### src/rtl/layer_sequencer_pkg.sv
// Shared types and constants for the layer sequencer: FSM states,
// the five-field layer descriptor, staging-register selects and the
// bit positions of the fields decoded for base-address generation.
package layer_sequencer_pkg;

    typedef enum logic [2:0] {
        ST_IDLE = 3'd0,
        ST_LOAD = 3'd1,
        ST_CALC = 3'd2,
        ST_RUN  = 3'd3,
        ST_WAIT = 3'd4,
        ST_FIN  = 3'd5
    } seq_state_t;

    // One queued layer: everything the pass controller needs for a layer.
    typedef struct packed {
        logic [31:0] op_config;
        logic [31:0] mapping_param;
        logic [31:0] shape_param1;
        logic [31:0] shape_param2;
        logic        bias_ipsum_sel;
    } layer_desc_t;

    // cfg_wsel encodings for the staging registers
    localparam logic [2:0] WSEL_MAPPING   = 3'd0;
    localparam logic [2:0] WSEL_SHAPE1    = 3'd1;
    localparam logic [2:0] WSEL_SHAPE2    = 3'd2;
    localparam logic [2:0] WSEL_BIAS_SEL  = 3'd3;
    localparam logic [2:0] WSEL_OP_CONFIG = 3'd4;

    // mapping_param fields: t, r, q, p are 3 bits wide, e is 5 bits wide
    localparam int MP_FIELD_W = 3;
    localparam int MP_T_LSB   = 0;
    localparam int MP_R_LSB   = 3;
    localparam int MP_Q_LSB   = 6;
    localparam int MP_P_LSB   = 9;
    localparam int MP_E_LSB   = 12;
    localparam int MP_E_W     = 5;

    // shape_param1 fields: filter width S, filter height R, stride U (2 bits each)
    localparam int SP1_FIELD_W = 2;
    localparam int SP1_S_LSB   = 20;
    localparam int SP1_R_LSB   = 22;
    localparam int SP1_U_LSB   = 24;

    // shape_param2 field: ifmap width W
    localparam int SP2_W_LSB = 8;
    localparam int SP2_W_W   = 8;

endpackage

### src/rtl/layer_desc_fifo.sv
// Synchronous descriptor queue. Storage is a plain array written on push;
// the head is read into a register on pop, so the popped descriptor is
// available the cycle after the pop and stays there as the active layer.
module layer_desc_fifo
    import layer_sequencer_pkg::*;
#(
    parameter int DEPTH = 4
) (
    input  logic                   clk,
    input  logic                   rst_n,
    input  logic                   flush,
    input  logic                   push,
    input  layer_desc_t            wr_data,
    input  logic                   pop,
    output layer_desc_t            rd_data,
    output logic                   full,
    output logic                   empty,
    output logic [$clog2(DEPTH):0] count,
    output logic                   push_dropped
);

    localparam int PTR_W = $clog2(DEPTH);
    localparam int CNT_W = PTR_W + 1;

    layer_desc_t      mem [DEPTH];
    logic [PTR_W-1:0] wr_ptr_reg;
    logic [PTR_W-1:0] rd_ptr_reg;
    logic [CNT_W-1:0] count_reg;
    layer_desc_t      rd_data_reg;
    logic             push_ok;
    logic             pop_ok;

    assign full  = (count_reg == CNT_W'(DEPTH));
    assign empty = (count_reg == '0);

    // A push into a full queue still lands when the head leaves in the same
    // cycle; flush wins over everything.
    assign pop_ok       = pop && !flush && !empty;
    assign push_ok      = push && !flush && (!full || pop_ok);
    assign push_dropped = push && !flush && full && !pop_ok;

    // Storage write; no reset so the array maps onto RAM.
    always_ff @(posedge clk) begin
        if (push_ok) begin
            mem[wr_ptr_reg] <= wr_data;
        end
    end

    // Registered head read, captured on pop.
    always_ff @(posedge clk or negedge rst_n) begin
        if (!rst_n) begin
            rd_data_reg <= '0;
        end else if (pop_ok) begin
            rd_data_reg <= mem[rd_ptr_reg];
        end
    end

    // Pointer and occupancy bookkeeping.
    always_ff @(posedge clk or negedge rst_n) begin
        if (!rst_n) begin
            wr_ptr_reg <= '0;
            rd_ptr_reg <= '0;
            count_reg  <= '0;
        end else if (flush) begin
            wr_ptr_reg <= '0;
            rd_ptr_reg <= '0;
            count_reg  <= '0;
        end else begin
            if (push_ok) begin
                wr_ptr_reg <= wr_ptr_reg + 1'b1;
            end
            if (pop_ok) begin
                rd_ptr_reg <= rd_ptr_reg + 1'b1;
            end
            case ({push_ok, pop_ok})
                2'b10:   count_reg <= count_reg + 1'b1;
                2'b01:   count_reg <= count_reg - 1'b1;
                default: count_reg <= count_reg;
            endcase
        end
    end

    assign rd_data = rd_data_reg;
    assign count   = count_reg;

endmodule

### src/rtl/layer_sequencer.sv
// Layer sequencer: stages descriptors through a small config port, queues
// them, and walks the queue one layer at a time -- load, compute GLB base
// addresses, kick the pass controller, wait for it to finish.
module layer_sequencer
    import layer_sequencer_pkg::*;
#(
    parameter int DEPTH  = 4,
    parameter int ADDR_W = 32
) (
    input  logic                   clk,
    input  logic                   rst_n,
    input  logic                   cfg_wen,
    input  logic [2:0]             cfg_wsel,
    input  logic [31:0]            cfg_wdata,
    input  logic                   cfg_push,
    input  logic                   start,
    input  logic                   abort,
    input  logic                   ctrl_done,
    output logic [31:0]            op_config,
    output logic [31:0]            mapping_param,
    output logic [31:0]            shape_param1,
    output logic [31:0]            shape_param2,
    output logic                   bias_ipsum_sel,
    output logic [ADDR_W-1:0]      ifmap_baseaddr,
    output logic [ADDR_W-1:0]      filter_baseaddr,
    output logic [ADDR_W-1:0]      bias_baseaddr,
    output logic [ADDR_W-1:0]      opsum_baseaddr,
    output logic                   ctrl_start,
    output logic                   busy,
    output logic                   done,
    output logic                   cfg_full,
    output logic [$clog2(DEPTH):0] cfg_count,
    output logic [7:0]             layer_idx,
    output logic                   overflow
);

    seq_state_t        state_reg;
    seq_state_t        state_next;
    layer_desc_t       stage_reg;
    layer_desc_t       active_desc;
    logic              fifo_pop;
    logic              fifo_empty;
    logic              push_dropped;
    logic              start_accept;
    logic [7:0]        layer_idx_reg;
    logic              overflow_reg;
    logic [ADDR_W-1:0] filter_addr_reg;
    logic [ADDR_W-1:0] bias_addr_reg;
    logic [ADDR_W-1:0] opsum_addr_reg;

    // Decoded fields widened to 64 bits so the products cannot overflow
    // before the final truncation to ADDR_W.
    logic [63:0] m_t, m_r, m_q, m_p, m_e, e_eff;
    logic [63:0] k_r, k_s, k_u, i_w;
    logic [63:0] filter_full, bias_full, opsum_full;

    // Staging registers; a push in the same cycle as a write commits the
    // value held before that write.
    always_ff @(posedge clk or negedge rst_n) begin
        if (!rst_n) begin
            stage_reg <= '0;
        end else if (cfg_wen) begin
            case (cfg_wsel)
                WSEL_MAPPING:   stage_reg.mapping_param  <= cfg_wdata;
                WSEL_SHAPE1:    stage_reg.shape_param1   <= cfg_wdata;
                WSEL_SHAPE2:    stage_reg.shape_param2   <= cfg_wdata;
                WSEL_BIAS_SEL:  stage_reg.bias_ipsum_sel <= cfg_wdata[0];
                WSEL_OP_CONFIG: stage_reg.op_config      <= cfg_wdata;
                default:        stage_reg                <= stage_reg;
            endcase
        end
    end

    layer_desc_fifo #(
        .DEPTH (DEPTH)
    ) u_desc_fifo (
        .clk          (clk),
        .rst_n        (rst_n),
        .flush        (abort),
        .push         (cfg_push),
        .wr_data      (stage_reg),
        .pop          (fifo_pop),
        .rd_data      (active_desc),
        .full         (cfg_full),
        .empty        (fifo_empty),
        .count        (cfg_count),
        .push_dropped (push_dropped)
    );

    // Base-address arithmetic from the active descriptor; e of zero counts as one.
    always_comb begin
        m_t   = 64'(active_desc.mapping_param[MP_T_LSB +: MP_FIELD_W]);
        m_r   = 64'(active_desc.mapping_param[MP_R_LSB +: MP_FIELD_W]);
        m_q   = 64'(active_desc.mapping_param[MP_Q_LSB +: MP_FIELD_W]);
        m_p   = 64'(active_desc.mapping_param[MP_P_LSB +: MP_FIELD_W]);
        m_e   = 64'(active_desc.mapping_param[MP_E_LSB +: MP_E_W]);
        k_s   = 64'(active_desc.shape_param1[SP1_S_LSB +: SP1_FIELD_W]);
        k_r   = 64'(active_desc.shape_param1[SP1_R_LSB +: SP1_FIELD_W]);
        k_u   = 64'(active_desc.shape_param1[SP1_U_LSB +: SP1_FIELD_W]);
        i_w   = 64'(active_desc.shape_param2[SP2_W_LSB +: SP2_W_W]);
        e_eff = (m_e == 64'd0) ? 64'd1 : m_e;
        filter_full = m_q * m_r * (k_u * (e_eff - 64'd1) + k_r) * i_w;
        bias_full   = filter_full + m_p * m_t * m_q * m_r * k_r * k_s;
        opsum_full  = bias_full + m_p * m_t * 64'd4;
    end

    // Base addresses are captured once per layer, in CALC.
    always_ff @(posedge clk or negedge rst_n) begin
        if (!rst_n) begin
            filter_addr_reg <= '0;
            bias_addr_reg   <= '0;
            opsum_addr_reg  <= '0;
        end else if (state_reg == ST_CALC) begin
            filter_addr_reg <= ADDR_W'(filter_full);
            bias_addr_reg   <= ADDR_W'(bias_full);
            opsum_addr_reg  <= ADDR_W'(opsum_full);
        end
    end

    // FSM state register.
    always_ff @(posedge clk or negedge rst_n) begin
        if (!rst_n) begin
            state_reg <= ST_IDLE;
        end else begin
            state_reg <= state_next;
        end
    end

    // FSM next state and Moore outputs; abort overrides every state.
    always_comb begin
        state_next   = state_reg;
        fifo_pop     = 1'b0;
        ctrl_start   = 1'b0;
        done         = 1'b0;
        busy         = (state_reg != ST_IDLE);
        start_accept = 1'b0;
        case (state_reg)
            ST_IDLE: begin
                if (start && !fifo_empty) begin
                    start_accept = 1'b1;
                    state_next   = ST_LOAD;
                end
            end
            ST_LOAD: begin
                fifo_pop   = 1'b1;
                state_next = ST_CALC;
            end
            ST_CALC: begin
                state_next = ST_RUN;
            end
            ST_RUN: begin
                ctrl_start = 1'b1;
                state_next = ST_WAIT;
            end
            ST_WAIT: begin
                if (ctrl_done) begin
                    state_next = fifo_empty ? ST_FIN : ST_LOAD;
                end
            end
            ST_FIN: begin
                done       = 1'b1;
                state_next = ST_IDLE;
            end
            default: begin
                state_next = ST_IDLE;
            end
        endcase
        if (abort) begin
            state_next   = ST_IDLE;
            fifo_pop     = 1'b0;
            ctrl_start   = 1'b0;
            done         = 1'b0;
            start_accept = 1'b0;
        end
    end

    // Layer counter: cleared by an accepted start or abort, bumped per completed layer.
    always_ff @(posedge clk or negedge rst_n) begin
        if (!rst_n) begin
            layer_idx_reg <= '0;
        end else if (abort || start_accept) begin
            layer_idx_reg <= '0;
        end else if (state_reg == ST_WAIT && ctrl_done) begin
            layer_idx_reg <= layer_idx_reg + 8'd1;
        end
    end

    // Sticky overflow flag for pushes dropped at a full queue.
    always_ff @(posedge clk or negedge rst_n) begin
        if (!rst_n) begin
            overflow_reg <= 1'b0;
        end else if (abort) begin
            overflow_reg <= 1'b0;
        end else if (push_dropped) begin
            overflow_reg <= 1'b1;
        end
    end

    assign op_config       = active_desc.op_config;
    assign mapping_param   = active_desc.mapping_param;
    assign shape_param1    = active_desc.shape_param1;
    assign shape_param2    = active_desc.shape_param2;
    assign bias_ipsum_sel  = active_desc.bias_ipsum_sel;
    assign ifmap_baseaddr  = '0;
    assign filter_baseaddr = filter_addr_reg;
    assign bias_baseaddr   = bias_addr_reg;
    assign opsum_baseaddr  = opsum_addr_reg;
    assign layer_idx       = layer_idx_reg;
    assign overflow        = overflow_reg;

endmodule

### config.mk
export PLATFORM = sky130hd
export DESIGN_NAME = layer_sequencer
export DESIGN_NICKNAME = d
export VERILOG_FILES = /design/src/rtl/layer_sequencer_pkg.sv /design/src/rtl/layer_desc_fifo.sv /design/src/rtl/layer_sequencer.sv
export SDC_FILE = /design/constraint.sdc
export NUM_CORES = 1
export LEC_CHECK = 0
export ABC_AREA = 1
export ABC_CLOCK_PERIOD_IN_PS = 12900
export BUFFER_PORTS_ARGS = -buffer_cell sky130_fd_sc_hd__buf_2
export CORE_MARGIN = 1
export CORE_UTILIZATION = 50
export DETAILED_ROUTE_END_ITERATION = 10
export PLACE_DENSITY = 0.68
export RECOVER_POWER = 100
export SYNTH_ARGS = -nofsm -noshare
export SYNTH_HDL_FRONTEND = slang
export SYNTH_SLANG_ARGS = --single-unit
export TNS_END_PERCENT = 1
### constraint.sdc
create_clock -name clk -period 12.9 [get_ports clk]
set_input_delay 2.58 -clock clk [delete_from_list [all_inputs] [get_ports clk]]
set_output_delay 2.58 -clock clk [all_outputs]
set_load 0.01 [all_outputs]
-- Word-level counts from Yosys, hierarchy flattened
Memories as Yosys holds them, arrays and structs flattened. A register that Yosys moved wholly into a read port is not among the register bits.
Index checks and enable logic that the tools add are counted.
- register bits: 233
- memory bits (writable): 516
- bits of input ports: 42
- word-level logic and storage cells: 105
- memories: 1
- memory list (memory ; depth ; bits a word ; rd ports ; clocked after Yosys merged registers in ; wr ports ; RTL line ; source):
    u_desc_fifo.mem ; 4 ; 129 ; 1 ; 1 ; 1 ; layer_desc_fifo.sv:25 ; layer_desc_t mem [DEPTH];
- $add $sub $neg: 9
- multipliers: 9
- eq/ne operators: 14
- mux-type cells: 27
- reductions and logical operators: 31
- operators by type and width (cell ; count):
    $add A27 B9 Y28 ; 1
    $add A26 B17 Y27 ; 1
    $mul A17 B9 Y26 ; 1
    $mul A7 B10 Y17 ; 1
    $mul A14 B2 Y16 ; 1
    $mux W8 ; 2
    $mux W3 ; 5
    $pmux W3 S5 ; 1
    $mul A12 B2 Y14 ; 1
    $mux W1 ; 13
    $eq A3 B2 Y1 const B ; 4
    $eq A3 B3 Y1 const B ; 4
    $mul A3 B3 Y6 ; 2
    $mul A9 B3 Y12 ; 1
    $reduce_and A2 Y1 ; 6
    $add A9 B3 Y10 ; 1
    $logic_not A3 Y1 ; 3
    $mul A3 B6 Y9 ; 1
    $mul A6 B3 Y9 ; 1
    $add A8 B1 Y8 const B ; 1
    $logic_and A1 B1 Y1 ; 8
    $mux W2 ; 4
    $reduce_bool A2 Y1 ; 4
    $eq A3 B1 Y1 const B ; 2
    13 further kinds ; 21

-- Logic depth before layout (Yosys ltp)
- depth after elaboration: 10
- mapped depth: 72
- depth with buffers taken out: 72

-- By module
From an unflattened synthesis, not the netlist that was laid out.
- cells, all modules: 4674
- area total of the unflattened synthesis: 45810.2 um^2
- modules (own cells, without submodules) (module ; times used ; cells each ; area each (um^2) ; seq. area each (um^2)):
    layer_desc_fifo ; 1 ; 1860 ; 24474.7 ; 18898.1
    layer_sequencer ; 1 ; 2814 ; 21335.5 ; 5505.3

-- Worst setup path after synthesis
Ideal clock, no wire load.
- path kind: flip-flop to flip-flop
- start point: reg u_desc_fifo.rd_data[77] (netlist name)
- end point: reg opsum_addr_reg[26], in the netlist opsum_baseaddr[26]
- library setup time: 119 ps
- arrival time: 11534 ps
- setup slack: 1247 ps
- cell stages (with the launch flop): 67
- cells stage by stage: dfrtp_1 > nor3_1 > nand3_1 > nand2_1 > inv_1 > ha_1 > xnor2_1 > nor2_1 > ha_1 > ha_1 > ha_1 > nand3_1 > and2_1 > or2_2 > nand2_1 > a21oi_1 > or2_2 > nand2_1 > [... 31 more ...] > nand3_2 > xor2_1 > ha_1 > nand2_1 > inv_1 > nand2_1 > nand2_1 > a21oi_1 > nand2_1 > nand2_1 > nand2_2 > nor2_4 > nand2_1 > nor2_4 > nand3_4 > nor2_4 > nand3_2 > o21a_1
- cells in the longest elaborated chain, start to end: 9
- RTL lines (element ; RTL line ; source):
    $logic_not A5 Y1 ; layer_sequencer.sv:101 ; e_eff = (m_e == 64'd0) ? 64'd1 : m_e;
    $mux W5 * ; layer_sequencer.sv:101 ;
    $sub A5 B1 Y6 * ; layer_sequencer.sv:102 ; filter_full = m_q * m_r * (k_u * (e_eff - 64'd1) + k_r) * i_w;
    $mul A3 B6 Y9 * ; layer_sequencer.sv:102 ;
    $add A9 B3 Y10 * ; layer_sequencer.sv:102 ;
    $mul A7 B10 Y17 * ; layer_sequencer.sv:102 ;
    $mul A17 B9 Y26 * ; layer_sequencer.sv:102 ;
    via filter_full[13] ; layer_sequencer.sv:55 ; logic [63:0] filter_full, bias_full, opsum_full;
    $add A26 B17 Y27 * ; layer_sequencer.sv:103 ; bias_full = filter_full + m_p * m_t * m_q * m_r * k_r * k_s;
    $add A27 B9 Y28 * ; layer_sequencer.sv:104 ; opsum_full = bias_full + m_p * m_t * 64'd4;
    to (signal assigned) ; layer_sequencer.sv:116 ; opsum_addr_reg <= ADDR_W'(opsum_full);
    to (decl) ; layer_sequencer.sv:49 ; logic [ADDR_W-1:0] opsum_addr_reg;
The timed path passes the listed nets; every way through them passes the cells marked *.
A chain may end at the register's enable or synchronous reset.

-- Final worst setup path
- start point: reg u_desc_fifo.rd_data[77] (netlist name)
- end point: reg opsum_addr_reg[26], in the netlist opsum_baseaddr[26]
- cells in the longest elaborated chain, start to end: 9
- RTL lines (element ; RTL line):
    $logic_not A5 Y1 ; layer_sequencer.sv:101
    $mux W5 * ; layer_sequencer.sv:101
    $sub A5 B1 Y6 * ; layer_sequencer.sv:102
    $mul A3 B6 Y9 * ; layer_sequencer.sv:102
    $add A9 B3 Y10 * ; layer_sequencer.sv:102
    $mul A7 B10 Y17 * ; layer_sequencer.sv:102
    $mul A17 B9 Y26 * ; layer_sequencer.sv:102
    via filter_full[12] ; layer_sequencer.sv:55
    $add A26 B17 Y27 * ; layer_sequencer.sv:103
    $add A27 B9 Y28 * ; layer_sequencer.sv:104
Marks and branches as above.

==> flow_summary_export.csv <==
group,metric,value,unit
global_routing,overflow,0,
yosys,syn_area,0.0457,sq mm
floorplanning,pin_count,315,
critical_path,crit_type,"reg -> reg",
flow_run,max_cap_violations,19,
critical_path,cpMaxStageDelayCell,"fa_1",
critical_path,path_delay_family,"adder cells",
placed_design,dpl.hpwl,74700,um
routing,first_iter_violations,2372,
final_layout,drive_gt1_frac,0.0723,
placed_design,gp_congestion,0.882,
critical_path,critPathBufInv,6,
floorplanning,fp.dieH,304,um
outcome,outcome,"finished, violations left",
critical_path,startpoint,"u_desc_fifo.rd_data[77]",
yosys,async_flop_share,0.408,
final_layout,largest_register_ffs,516,
routing,drc,0,
routing,wl_per_cell,18.5,um
critical_path,crit_path_max_incr_delay,0.55,ns
critical_path,required,13.43,ns
cts,cts_sinks,872,
timing,post-route-period-util,0.943,
cts,cts_tree,"built",
timing,drv_slew,1329,
critical_path,r2r_setup_slack,0.73,ns
placed_design,dp_slack,0.247,ns
critical_path,path_max_fanout,6,
final_layout,final_cell_count_no_fill,6158,
floorplanning,row_count,110,
floorplanning,die_w,304,um
final_layout,seq_area,0.0244,sq mm
critical_path,cp-start-kind,"flip-flop",
critical_path,rr_endpoint,"opsum_baseaddr[26]",
final_layout,fillers,7873,
yosys,avgSynthCellArea,9.76,sq um
cts,clk_pin_slew,0.09,ns
routing,first_pass_iters,5,
floorplanning,dieArea,0.0925,sq mm
critical_path,crit_arrival,12.70,ns
global_routing,grt_pass1_wl,179000,um
cts,worstSkewPairLatency,0.69,ns
cts,cts_hold_buf,0,
placed_design,io_buffers,282,
critical_path,end_kind,"flip-flop",
critical_path,reg2reg_from,"u_desc_fifo.rd_data[77]",
timing,fmax,82.2,MHz
routing,wirelength,114000,um
timing,slew_headroom,-5.21,
global_routing,grt_pass1_vias,32018,
timing,hold_viol,0,
cts,htreeDepth,3,
yosys,yosysUniqueCellTypes,52,
routing,met2_length,56700,um
critical_path,endpoint,"opsum_baseaddr[26]",
final_layout,fin_nets,5312,
timing,setup_ws,0.731,ns
outcome,violations,"max-capacitance violations, max-slew violations",
placed_design,dp.cells,5987,
cts,numCtsBuffers,89,
timing,tightestPinTransition,9.31,ns
critical_path,r2r_cells,60,
routing,wl_met3,6690,um
global_routing,antenna_found_initial,5,
global_routing,grt_max_degree,148,
routing,wl_met1,46500,um
critical_path,cp.depth,60,
routing,top_layer_used,"met5",
timing,finalClockSkew,0.0870,ns
cts,cts_root_buf,"clkbuf_16",
final_layout,area_growth,11.4,%
yosys,synth_cells,4681,
floorplanning,core,0.0903,sq mm
yosys,yosysSeqAreaShare,0.534,
yosys,ys_warn_count,0,
timing,period_needed,12.17,ns
floorplanning,start_util,0.506,
global_routing,track_usage,0.248,
routing,ant_nets,0,
yosys,synth_ff_type,"edfxtp_1",
cts,cts_buffer_depth,3,
timing,rsz0062_at_grt,"true",
worst_hold_path,min_path_type,"reg -> reg",
routing,via_count,32326,
yosys,synth_edf_count,516,
yosys,synth_seq_cells,872,
timing,setup_viol,0,
final_layout,multi_input_area,0.0185,sq mm
routing,viasPerCell,5.25,
## final cells by class
| class | count | area share |
|---|---|---|
| Multi-Input combinational cell | 3044 | 0.363 |
| Inverter | 585 | 0.0434 |
| Sequential cell | 872 | 0.480 |
| Clock buffer | 118 | 0.0489 |
| Antenna cell | 2 | 0.0000984 |
| Tap cell | 1176 | 0.0289 |
| Clock inverter | 48 | 0.0105 |
| Timing Repair Buffer | 313 | 0.0252 |
## cells by family after synthesis
group / count (synthesis) / share of synthesized area
AO/OA/AOI/OAI: 738 / 0.0872
XOR/XNOR: 81 / 0.0155
adder cells (fa/ha/maj): 365 / 0.129
buffers and inverters: 804 / 0.0705
flip-flops: 872 / 0.534
other: 2 / 0.000164
AND/OR/NAND/NOR: 1819 / 0.163
## routing by layer
layer	GRT usage	up-vias
met1	0.308	15666
li1	-	15629
met5	0	-
met3	0.0458	190
met4	0.0857	4
met2	0.434	837
## how the worst min path moves through the flow
stage,start,end,cells past startpoint
finish,filter_baseaddr[12],filter_baseaddr[12],2
floorplan,stage_reg[0],u_desc_fifo.mem[0][0],0
global route,filter_baseaddr[9],filter_baseaddr[9],2
global placement,filter_baseaddr[6],filter_baseaddr[6],2
detailed placement,filter_baseaddr[10],filter_baseaddr[10],2
CTS,filter_baseaddr[10],filter_baseaddr[10],2
## synth_stat cells, types with 25 or more instances
cell type,number,share of area
a21oi_1,86,0.0094
a31oi_1,113,0.015
buf_4,50,0.0082
clkbuf_1,148,0.012
dfrtp_1,356,0.20
edfxtp_1,516,0.34
fa_1,175,0.077
ha_1,190,0.052
inv_1,559,0.046
nand2_1,763,0.063
nand2_2,43,0.0059
nand3_1,84,0.0092
nor2_1,817,0.067
o21ai_0,471,0.052
o22ai_1,25,0.0034
xnor2_1,31,0.0059
xor2_1,50,0.0096
## stage by stage
step	setup TNS, ns	util	area (sq um)	hold WS (ns)
after global routing	-0.0943	0.563	50900	0.504
after CTS	0	0.565	51000	0.479
final	0	0.563	50900	0.479
after global placement	0	0.532	48000	0.462
after detailed placement	0	0.532	48000	0.465
after floorplan	0	-	45800	0.476
## worst reg2reg max path: cells and delay by family, from the launching register on
family | cells | cell delay, ns
buf+inv | 6 | 0.34
xor+xnor | 2 | 0.36
simple gates | 31 | 4.08
flops | 1 | 0.41
compound gates | 6 | 0.73
fa+ha+maj | 15 | 6.14
## cell usage in the layout, fill, tap and decap left out, drive strengths merged, types with 87 or more instances in the layout
master,n
a21oi,87
a31oi,113
clkbuf,375
dfrtp,356
edfxtp,516
fa,175
ha,190
inv,588
nand2,811
nand3,98
nor2,839
o21ai,474
## repair_timing
| item | CTS | global route |
|---|---|---|
| endpoints found under the setup margin | 0 | 28 |
| resized for setup | 0 | 48 |
| setup buffers | 0 | 3 |
Power is not shown: default switching activity piles up to over one toggle a cycle in this logic, so the estimate is an artifact.
